## src/rtl/uart_tx_arbiter.sv

```systemverilog
// uart_tx_arbiter: two-requester round-robin front end for a tick-driven UART transmitter
module uart_tx_arbiter #(
   parameter int DBIT    = 8,
   parameter int SB_TICK = 16
) (
   input  logic            clk,
   input  logic            reset,
   input  logic            s_tick,
   input  logic            req0,
   input  logic [DBIT-1:0] din0,
   input  logic            req1,
   input  logic [DBIT-1:0] din1,
   output logic            gnt0,
   output logic            gnt1,
   output logic            src,
   output logic            tx,
   output logic            tx_busy,
   output logic            tx_done_tick
);
   localparam int SW = ($clog2(SB_TICK) > 4) ? $clog2(SB_TICK) : 4;
   localparam int NW = (DBIT > 1) ? $clog2(DBIT) : 1;
   typedef enum logic [1:0] {IDLE, START, DATA, STOP} state_t;
   state_t state, state_n;
   logic [SW-1:0] s, s_n;
   logic [NW-1:0] n, n_n;
   logic [DBIT-1:0] b, b_n;
   logic rr, rr_n, src_n, tx_n;
   always_ff @(posedge clk) begin
      if (reset) begin
         state <= IDLE;
         s     <= '0;
         n     <= '0;
         b     <= '0;
         rr    <= 1'b0;
         src   <= 1'b0;
         tx    <= 1'b1;
      end else begin
         state <= state_n;
         s     <= s_n;
         n     <= n_n;
         b     <= b_n;
         rr    <= rr_n;
         src   <= src_n;
         tx    <= tx_n;
      end
   end
   always_comb begin
      state_n      = state;
      s_n          = s;
      n_n          = n;
      b_n          = b;
      rr_n         = rr;
      src_n        = src;
      gnt0         = 1'b0;
      gnt1         = 1'b0;
      tx_done_tick = 1'b0;
      case (state)
         IDLE:
            // reset outranks any pending request in the same cycle
            if (~reset & (req0 | req1)) begin
               gnt0    = req0 & (~req1 | ~rr);
               gnt1    = ~gnt0;
               b_n     = gnt0 ? din0 : din1;
               src_n   = gnt1;
               rr_n    = gnt0;
               s_n     = '0;
               state_n = START;
            end
         START:
            if (s_tick) begin
               if (s == SW'(15)) begin
                  s_n     = '0;
                  n_n     = '0;
                  state_n = DATA;
               end else
                  s_n = s + SW'(1);
            end
         DATA:
            if (s_tick) begin
               if (s == SW'(15)) begin
                  s_n = '0;
                  b_n = b >> 1;
                  if (n == NW'(DBIT - 1))
                     state_n = STOP;
                  else
                     n_n = n + NW'(1);
               end else
                  s_n = s + SW'(1);
            end
         default:
            if (s_tick) begin
               if (s == SW'(SB_TICK - 1)) begin
                  tx_done_tick = ~reset;
                  state_n      = IDLE;
               end else
                  s_n = s + SW'(1);
            end
      endcase
      tx_n = (state == START) ? 1'b0 : (state == DATA) ? b[0] : 1'b1;
   end
   assign tx_busy = (state != IDLE);
endmodule

```

## config.mk

```make
export PLATFORM = sky130hd
export DESIGN_NAME = uart_tx_arbiter
export DESIGN_NICKNAME = d
export VERILOG_FILES = /design/src/rtl/uart_tx_arbiter.sv
export SDC_FILE = /design/constraint.sdc
export NUM_CORES = 1
export LEC_CHECK = 0
export BUFFER_PORTS_ARGS = -buffer_cell sky130_fd_sc_hd__buf_2
export CORE_MARGIN = 4
export CORE_UTILIZATION = 53
export CTS_CLUSTER_SIZE = 24
export DETAILED_ROUTE_END_ITERATION = 12
export GPL_TIMING_DRIVEN = 0
export PLACE_DENSITY = 0.76
export SYNTH_ARGS = -nofsm -noshare
export SYNTH_HDL_FRONTEND = slang
export SYNTH_SLANG_ARGS = --single-unit
```

## constraint.sdc

```tcl
create_clock -name clk -period 1.98 [get_ports clk]
set_input_delay 0.396 -clock clk [delete_from_list [all_inputs] [get_ports clk]]
set_output_delay 0.396 -clock clk [all_outputs]
set_load 0.05 [all_outputs]
```

==> flow_summary.json, run 1 <==
{
  "status": "completed",
  "cts-root-buf": "clkbuf_4",
  "swShare_pct": 41.98,
  "numClockSinks": 20,
  "tritoncts": "yes",
  "p_leak_uw": 0.0006458,
  "final_util_pct": 69.41,
  "drive_gt1_share_pct": 34.46,
  "grt_max_degree": 12,
  "r2r_cells": 8,
  "p_clk_share_pct": 14.9,
  "wire_per_inst_um": 14.59,
  "synthArstFlopShare_pct": 0,
  "gp_congestion": 0.7807,
  "place_ws_ps": -64.85,
  "arrival_ps": 1480,
  "fin_crit_ps": 1877,
  "core_sq_mm": 0.002233,
  "rows": 17,
  "grt_pass1_vias": 1222,
  "ioPinCount": 27,
  "slew_violations": 0,
  "worst_slack_ps": 102.5,
  "skew_ps": 4.228,
  "first_pass_iters": 5,
  "wl_met2_um": 1490,
  "cts_buffer_depth": 2,
  "ys_types": 44,
  "vdd_ir_drop_max_uv": 777.0,
  "synth_area_per_cell_sq_um": 8.793,
  "critPathKind": "flop to output port",
  "mostFrequentLayoutCells": "24 x buf_2, 16 x dfxtp_1, 15 x nand2_1",
  "cp.required_ps": 1580,
  "met3_length_um": 147,
  "die_area_sq_mm": 0.003216,
  "num_vias": 1225,
  "synth_warnings": 0,
  "seq_area_frac_synth_pct": 31.84,
  "viasPerCell": 5.976,
  "holdPathStages": 2,
  "timing.hold.ws_ps": 357.4,
  "top_layer": "met4",
  "path_max_fanout": 10,
  "drtAntennaViolNets": 0,
  "antenna_found_initial": 0,
  "maxCapViolations": 0,
  "hold_viol": 0,
  "tightestPinTransition_ps": 514.5,
  "final_common_cell": "buf_2",
  "yosys_most_used_dff": "dfxtp_1",
  "grt_util_all_layers_pct": 20.17,
  "yosys_register_bits": 20,
  "routed_wl_um": 2990,
  "powerDensity_mw_per_mm2": 1036,
  "combPwrFrac_pct": 52.6,
  "areaGrowthSynthToFinish_pct": 23.28,
  "synth_edf_count": 0,
  "timing.slew.headroom_pct": 65.40,
  "die_h_um": 56.71,
  "switching_power_uw": 674.5,
  "drt_iter0_drc": 25,
  "total_power_uw": 1607,
  "synth_cells": 143,
  "intPower_uw": 932.3,
  "rsz0062_at_grt": "no",
  "finalCritPeriodShare_pct": 94.82,
  "clk_latency_ps": 300,
  "cts.reportedPaths.clkPinSlew_ps": 120,
  "netlist_area_sq_mm": 0.001257,
  "num_antenna_cells": 0,
  "syn-num-nets": 173,
  "setup_viol": 0,
  "cts-buffers-inserted": 3,
  "grt_pass1_wl_um": 5299,
  "grt_overflow_total": 0,
  "end_kind": "output port",
  "fmax_mhz": 532.6,
  "final_nets": 208,
  "drt-met1-wl_um": 1322,
  "p_seq_share_pct": 32.5,
  "die_x_um": 56.71,
  "io_buffers": 26,
  "hpwlAfterDp_um": 2229,
  "cts_hold_buf": 0,
  "cts_htree_levels": 1,
  "critPathLaunchType": "flop",
  "min_path_type": "primary input to flop",
  "start_util_pct": 56.30,
  "drc": 0
}
## state kept, by name (all words and copies together) (netlist names)
| name | count |
|---|---|
| b | 8 |
| n | 3 |
| rr | 1 |
| s | 4 |
| src | 1 |
| state | 2 |
| tx | 1 |
## critical path, cell delays in order (launching register included)
cell     delay (ps)
dfxtp_4         360
inv_2            90
ha_4            220
and2b_2         180
and3_2          180
buf_8           140
## kinds of logic after synthesis
logic type | share of synthesized area, %
AO/OA/AOI/OAI | 25.37
adder cells (fa/ha/maj) | 8.955
buffers and inverters | 4.278
flip-flops | 31.84
multiplexers | 7.961
AND/OR/NAND/NOR | 21.59
## timing repair
action	CTS	global route
pin swaps	1	2
resized for setup	11	10
setup buffers	3	2
setup endpoints to repair	6	7
## routing by layer
metal	vias up	GRT usage, %
met5	-	0
met4	0	5.763
met3	4	5.057
met2	29	34.65
met1	595	24.55
li1	597	-
## Yosys cell counts, types with 3 or more instances
library cell / instances / area, sq um
a21oi_1: 7 / 35.03
a22o_1: 7 / 61.31
clkbuf_1: 3 / 11.26
dfxtp_1: 20 / 400.4
ha_1: 9 / 112.6
inv_1: 5 / 18.77
mux2i_1: 10 / 100.1
nand2_1: 15 / 56.30
nand2b_1: 5 / 31.28
nand4_1: 3 / 18.77
nor2_1: 3 / 11.26
o21ai_0: 13 / 65.06
o21bai_1: 3 / 22.52
or2_2: 4 / 25.02
## final timing paths
path,startpoint,to,slack [ps]
max,state[0]$_SDFFE_PP0P_,gnt0,100
min,req1,rr$_SDFFE_PP0P_,360
max reg2reg,state[0]$_SDFFE_PP0P_,state[1]$_SDFFE_PP0P_,150
min reg2reg,n[2]$_SDFFE_PP0P_,n[2]$_SDFFE_PP0P_,470
## power by group through the flow
stage / logic [uW] / clock network (uW) / registers (uW)
2_1_floorplan: 536 / 0 / 557
3_3_place_gp: 707 / 0 / 529
3_5_place_dp: 729 / 0 / 533
4_1_cts: 804 / 248 / 516
5_1_grt: 917 / 274 / 531
6_report: 844 / 240 / 522
## per-stage QoR
stage               cells  area, sq um  TNS, ps
floorplan             143         1271        0
global placement      197         1436   -25.74
detailed placement    197         1436   -71.17
CTS                   204         1521   -5.728
global route          205         1550        0
finish                205         1550        0
## final cells by class
| cell class | count | area (sq um) |
|---|---|---|
| inverters | 5 | 22.52 |
| plain buffers | 5 | 28.78 |
| flip-flops and latches | 20 | 407.9 |
| well taps | 28 | 35.03 |
| fillers | 203 | 683.2 |
| clock buffers | 4 | 36.28 |
| multi-input cells | 112 | 829.5 |
| repair buffers | 31 | 190.2 |
Power figures use the tool's default switching activity.
==> inputs of run 2 (changes only) <==
--- a/config.mk
+++ b/config.mk
@@ -5,13 +5,14 @@
 export SDC_FILE = /design/constraint.sdc
 export NUM_CORES = 1
 export LEC_CHECK = 0
+export ABC_AREA = 1
 export BUFFER_PORTS_ARGS = -buffer_cell sky130_fd_sc_hd__buf_2
 export CORE_MARGIN = 4
-export CORE_UTILIZATION = 53
+export CORE_UTILIZATION = 54
 export CTS_CLUSTER_SIZE = 24
 export DETAILED_ROUTE_END_ITERATION = 12
 export GPL_TIMING_DRIVEN = 0
-export PLACE_DENSITY = 0.76
+export PLACE_DENSITY = 0.77
 export SYNTH_ARGS = -nofsm -noshare
 export SYNTH_HDL_FRONTEND = slang
 export SYNTH_SLANG_ARGS = --single-unit
==> run 2 against run 1 <==
  * Clock-buffer cell count unchanged
  * Clock skew is 3.1 ps lower
  * Worst hold slack got worse by 44 ps
  * Sequential cell count is the same
  * Non-clock buffer count shrank 7
  * Power increased by 33%
  * Global-route usage decreased by 2.6 points
  * Sequential share of layout area is 0.85 points lower
  * Register-to-register slack improved by 130 ps
==> flow_summary.json, run 2 <==
{
  "status": "completed",
  "seq_area_frac_synth_pct": 29.82,
  "cp_cell_sequence": "inv_1, ha_2, nand3_4, nor2_2, buf_6",
  "cts_htree_levels": 1,
  "synth_top_area_share_pct": 29.82,
  "crit_slowest_cell": "dfxtp_1",
  "mostFrequentLayoutCells": "75 x nand2_1, 38 x inv_1, 31 x nor2_1",
  "cts_buffer_depth": 2,
  "antenna_found_initial": 0,
  "setup_viol": 0,
  "cts_resized": 3,
  "timing.slew.headroom_pct": 69.92,
  "final_util_pct": 68.46,
  "cp_slowest_stage_delay_ps": 360,
  "powerDensity_mw_per_mm2": 1362,
  "tritoncts": "yes",
  "grt_pass1_vias": 1129,
  "hold_viol": 0,
  "num_vias": 1272,
  "synth_most_common_cell": "nand2_1",
  "reg2reg_to": "n[0]$_SDFFE_PP0P_",
  "synth_area_per_cell_sq_um": 6.130,
  "r2r_slack_ps": 280,
  "io_buffers": 26,
  "routed_wl_um": 2638,
  "drtAntennaViolNets": 0,
  "drive_gt1_share_pct": 18.47,
  "synth_warnings": 0,
  "yosys_most_used_dff": "dfxtp_1",
  "largest_register_ffs": 8,
  "grt_util_all_layers_pct": 17.53,
  "hpwlAfterDp_um": 2016,
  "num_antenna_cells": 0,
  "fmax_mhz": 533.9,
  "yosys_register_bits": 20,
  "skew_ps": 1.093,
  "synth_edf_count": 0,
  "holdPathStages": 2,
  "grt_pass1_wl_um": 4719,
  "synth_top_cell_by_area": "dfxtp_1",
  "fin_setup_tns_ps": 0,
  "slew_violations": 0,
  "postCtsSetupBuffers": 0,
  "cp_num_buf_inv": 2,
  "cp.required_ps": 1580,
  "die_x_um": 57.86,
  "viasPerCell": 4.592,
  "arrival_ps": 1480,
  "synth_cells": 219,
  "critPathKind": "flop to output port",
  "cts_hold_buf": 0,
  "maxCapViolations": 0,
  "finalCritPeriodShare_pct": 94.59,
  "core_sq_mm": 0.002297,
  "cts-buffers-inserted": 3,
  "synthArstFlopShare_pct": 0,
  "clk_latency_ps": 300,
  "drt_iter0_drc": 54,
  "critPathLaunchType": "flop",
  "reg.largest.list": "b (8), s (4), n (3)",
  "timing.hold.ws_ps": 313.7,
  "first_pass_iters": 4,
  "die_area_sq_mm": 0.003348,
  "areaGrowthSynthToFinish_pct": 17.15,
  "nFillCells": 229,
  "path_max_fanout": 5,
  "rows": 17,
  "wire_per_inst_um": 9.523,
  "cts.reportedPaths.clkPinSlew_ps": 110,
  "hold_end": "n[1]$_SDFFE_PP0P_",
  "min_path_type": "primary input to flop",
  "syn-num-nets": 249,
  "end_kind": "output port",
  "synth_area_leaders": "dfxtp_1 30%, nand2_1 21%, inv_1 11%",
  "r2r_cells": 8,
  "fin_crit_ps": 1873,
  "grt_max_degree": 12,
  "ioPinCount": 27,
  "tightestPinTransition_ps": 451.2,
  "gp_congestion": 0.7547,
  "synth_common_cells": "75 x nand2_1, 39 x inv_1, 33 x nor2_1",
  "numClockSinks": 20,
  "vdd_ir_drop_max_uv": 869.6,
  "final_common_cell": "nand2_1",
  "start_util_pct": 58.44,
  "r2r-start": "state[0]$_SDFFE_PP0P_",
  "cts-root-buf": "clkbuf_4",
  "die_h_um": 57.86,
  "grt_overflow_total": 0,
  "drc": 0,
  "netlist_area_sq_mm": 0.001343,
  "min-delay-start": "reset",
  "ys_types": 21,
  "crit_family": "flip-flops",
  "regMostFlops": "b",
  "rsz0062_at_grt": "no",
  "p_leak_uw": 0.0008701,
  "final_nets": 280
}
run 2: how the worst max path moves through the flow:
| stage | from | endpoint | depth (start not counted) |
|---|---|---|---|
| 2_1_floorplan | req1 | gnt1 | 4 |
| 3_3_place_gp | req1 | gnt1 | 6 |
| 3_5_place_dp | req1 | gnt1 | 6 |
| 4_1_cts | state[0]$_SDFFE_PP0P_ | gnt0 | 5 |
| 5_1_grt | state[1]$_SDFFE_PP0P_ | gnt0 | 5 |
| 6_report | state[1]$_SDFFE_PP0P_ | gnt0 | 5 |
run 2: stage by stage:
stage | area (sq um) | power (uW) | setup WS, ps | cells
floorplan | 1348 | 1651 | 86.93 | 219
global placement | 1513 | 1878 | 111.7 | 273
detailed placement | 1513 | 1892 | 102.9 | 273
CTS | 1555 | 2141 | 3.746 | 277
global route | 1573 | 2378 | 1.483 | 277
finish | 1573 | 2141 | 107.2 | 277
run 2: final cells by class:
type	instances	area, sq um	area share, %
Clock buffer	4	36.28	2.307
Timing Repair Buffer	26	145.1	9.228
Tap cell	28	35.03	2.228
Sequential cell	20	400.4	25.46
Buffer	3	28.78	1.830
Inverter	42	158.9	10.10
Multi-Input combinational cell	154	768.2	48.85
run 2: worst reg2reg max path, stage by stage (launching register included):
cell,delay [ps]
dfxtp_1,410
inv_2,80
ha_1,210
clkinv_1,180
nand2_1,110
a21oi_1,350
o21ai_0,150
nand2_1,80
nor2_1,40
run 2: layer usage:
metal	vias up	share of wire (%)	track usage, %
met2	30	43	27.58
met1	519	51	24.32
met3	3	5.2	2.004
met5	-	0	0
li1	720	-	-
met4	0	1.2	6.954
run 2: kinds of logic after synthesis:
kind of cell    after synthesis  share of synthesized area [%]
simple gates                129                          41.29
buf+inv                      45                          13.89
flops                        20                          29.82
compound gates               16                          6.617
fa+ha+maj                     9                          8.388
run 2: where the power goes:
part / leakage [uW] / internal [uW] / switching, uW
combinational: 0.000685 / 449 / 829
clock: 0.0000210 / 112 / 125
sequential: 0.000165 / 546 / 79.9
total: 0.000870 / 1110 / 1030
==> inputs of run 3 (changes only) <==
--- a/config.mk
+++ b/config.mk
@@ -7,7 +7,6 @@
 export LEC_CHECK = 0
 export ABC_AREA = 1
 export BUFFER_PORTS_ARGS = -buffer_cell sky130_fd_sc_hd__buf_2
-export CORE_MARGIN = 4
 export CORE_UTILIZATION = 54
 export CTS_CLUSTER_SIZE = 24
 export DETAILED_ROUTE_END_ITERATION = 12
==> run 3 against run 2 <==
  * Power rose by 0.69%
  * First-iteration DRC count fell by 65%
  * Sequential power is essentially flat
  * Clock skew hardly changed
  * Register-to-register slack lost 40 ps
  * Highest routed layer unchanged
==> flow_summary.json, run 3 (same netlist as run 2, synthesis figures left out) <==
{
  "final_common_cell": "nand2_1",
  "tritoncts": "yes",
  "clk_latency_ps": 300,
  "cts-root-buf": "clkbuf_4",
  "cp.required_ps": 1580,
  "p_clk_share_pct": 10.9,
  "min_path_type": "primary input to flop",
  "regMostFlops": "b",
  "p_leak_uw": 0.0008705,
  "timing.hold.ws_ps": 312.9,
  "numClockSinks": 20,
  "areaGrowthSynthToFinish_pct": 16.78,
  "ioPinCount": 27,
  "setup_viol": 0,
  "mostFrequentLayoutCells": "75 x nand2_1, 39 x inv_1, 33 x nor2_1",
  "critPathKind": "flop to output port",
  "grt_pass1_wl_um": 4471,
  "arrival_ps": 1530,
  "first_pass_iters": 6,
  "cts_resized": 4,
  "grt_overflow_total": 0,
  "reg.largest.list": "b (8), s (4), n (3)",
  "final_nets": 280,
  "tightestPinTransition_ps": 457.2,
  "powerDensity_mw_per_mm2": 1375,
  "io_buffers": 26,
  "die_x_um": 51.86,
  "drt_iter0_drc": 19,
  "skew_ps": 0.8172,
  "hpwlAfterDp_um": 1940,
  "r2r_slack_ps": 240,
  "drc": 0,
  "timing.slew.headroom_pct": 69.52,
  "p_seq_share_pct": 29.0,
  "wire_per_inst_um": 9.422,
  "start_util_pct": 58.99,
  "vdd_ir_drop_max_uv": 963.5,
  "hold_viol": 0,
  "cts-buffers-inserted": 3,
  "finalNonFillerCells": 277,
  "cts_htree_levels": 1,
  "rows": 17,
  "num_vias": 1292,
  "cts.reportedPaths.clkPinSlew_ps": 110,
  "dp.cells": 273,
  "r2r-start": "state[0]$_SDFFE_PP0P_",
  "final_util_pct": 68.88,
  "cp_cell_sequence": "inv_1, ha_2, nand3_4, nor2_1, buf_6",
  "crit_slowest_cell": "dfxtp_1",
  "end_kind": "output port",
  "combPwrFrac_pct": 60.1,
  "grt_max_degree": 12,
  "largest_register_ffs": 8,
  "fin_crit_ps": 1922,
  "cts_hold_buf": 0,
  "status": "completed",
  "drive_gt1_share_pct": 17.27,
  "switching_power_uw": 1049,
  "worst_slack_ps": 57.60,
  "slew_violations": 0,
  "drtAntennaViolNets": 0,
  "swShare_pct": 48.65,
  "grt_pass1_vias": 1115,
  "core_sq_mm": 0.002276,
  "antenna_found_initial": 0,
  "nFillCells": 235,
  "cp_slowest_stage_delay_ps": 360,
  "intPower_uw": 1107,
  "num_antenna_cells": 0,
  "path_max_fanout": 5,
  "holdPathStages": 2,
  "r2r_cells": 8,
  "die_area_sq_mm": 0.002689,
  "routed_wl_um": 2610,
  "critPathLaunchType": "flop",
  "die_h_um": 51.86,
  "fmax_mhz": 520.2,
  "finalCritPeriodShare_pct": 97.09,
  "rsz0062_at_grt": "yes",
  "total_power_uw": 2156,
  "viasPerCell": 4.664,
  "postCtsSetupBuffers": 0,
  "maxCapViolations": 0,
  "place_ws_ps": 91.20,
  "grt_util_all_layers_pct": 22.05,
  "reg2reg_to": "n[0]$_SDFFE_PP0P_",
  "gp_congestion": 0.8571,
  "hold_end": "n[2]$_SDFFE_PP0P_",
  "min-delay-start": "reset",
  "cts_buffer_depth": 2
}
run 3: layout make-up:
class                           instances  area (sq um)  share of cell area, %
Clock buffer                            4         36.28                  2.314
Inverter                               42         158.9                  10.14
Sequential cell                        20         400.4                  25.54
Buffer                                  3         28.78                  1.836
Timing Repair Buffer                   26         145.1                  9.258
Multi-Input combinational cell        154         763.2                  48.68
Tap cell                               28         35.03                  2.235
run 3: power by group through the flow:
| stage | clock (uW) | sequential, uW | combinational [uW] |
|---|---|---|---|
| 6_report | 236 | 625 | 1290 |
| 5_1_grt | 258 | 643 | 1470 |
| 4_1_cts | 240 | 624 | 1290 |
| 3_5_place_dp | 0 | 631 | 1270 |
| 3_3_place_gp | 0 | 630 | 1250 |
| 2_1_floorplan | 0 | 653 | 998 |
run 3: critical path, delay by kind of cell, from the launching register on:
| family | cells | cell delay, ps |
|---|---|---|
| flops | 1 | 360 |
| fa+ha+maj | 1 | 260 |
| buf+inv | 2 | 330 |
| simple gates | 2 | 290 |
run 3: metal layers:
layer	track usage [%]	vias up	part of all wire [%]	wire [um]
met4	8.108	0	0.88	23
met5	0	-	0	0
met3	2.632	3	2.6	68
li1	-	724	-	-
met1	26.12	542	49	1269
met2	39.96	23	48	1248
run 3: metrics by stage:
stage | setup TNS (ps) | instance area (sq um)
global placement | 0 | 1513
floorplan | 0 | 1348
detailed placement | 0 | 1513
global route | -109.0 | 1568
CTS | 0 | 1558
finish | 0 | 1568
run 3: worst max path at each step:
stage,cells past startpoint,from,endpoint,slack (ps)
after floorplan,4,req1,gnt1,90
after global placement,6,req1,gnt1,100
after detailed placement,6,req1,gnt1,90
after CTS,5,state[0]$_SDFFE_PP0P_,gnt1,30
after global routing,5,state[0]$_SDFFE_PP0P_,gnt1,-60
final,5,state[0]$_SDFFE_PP0P_,gnt1,60
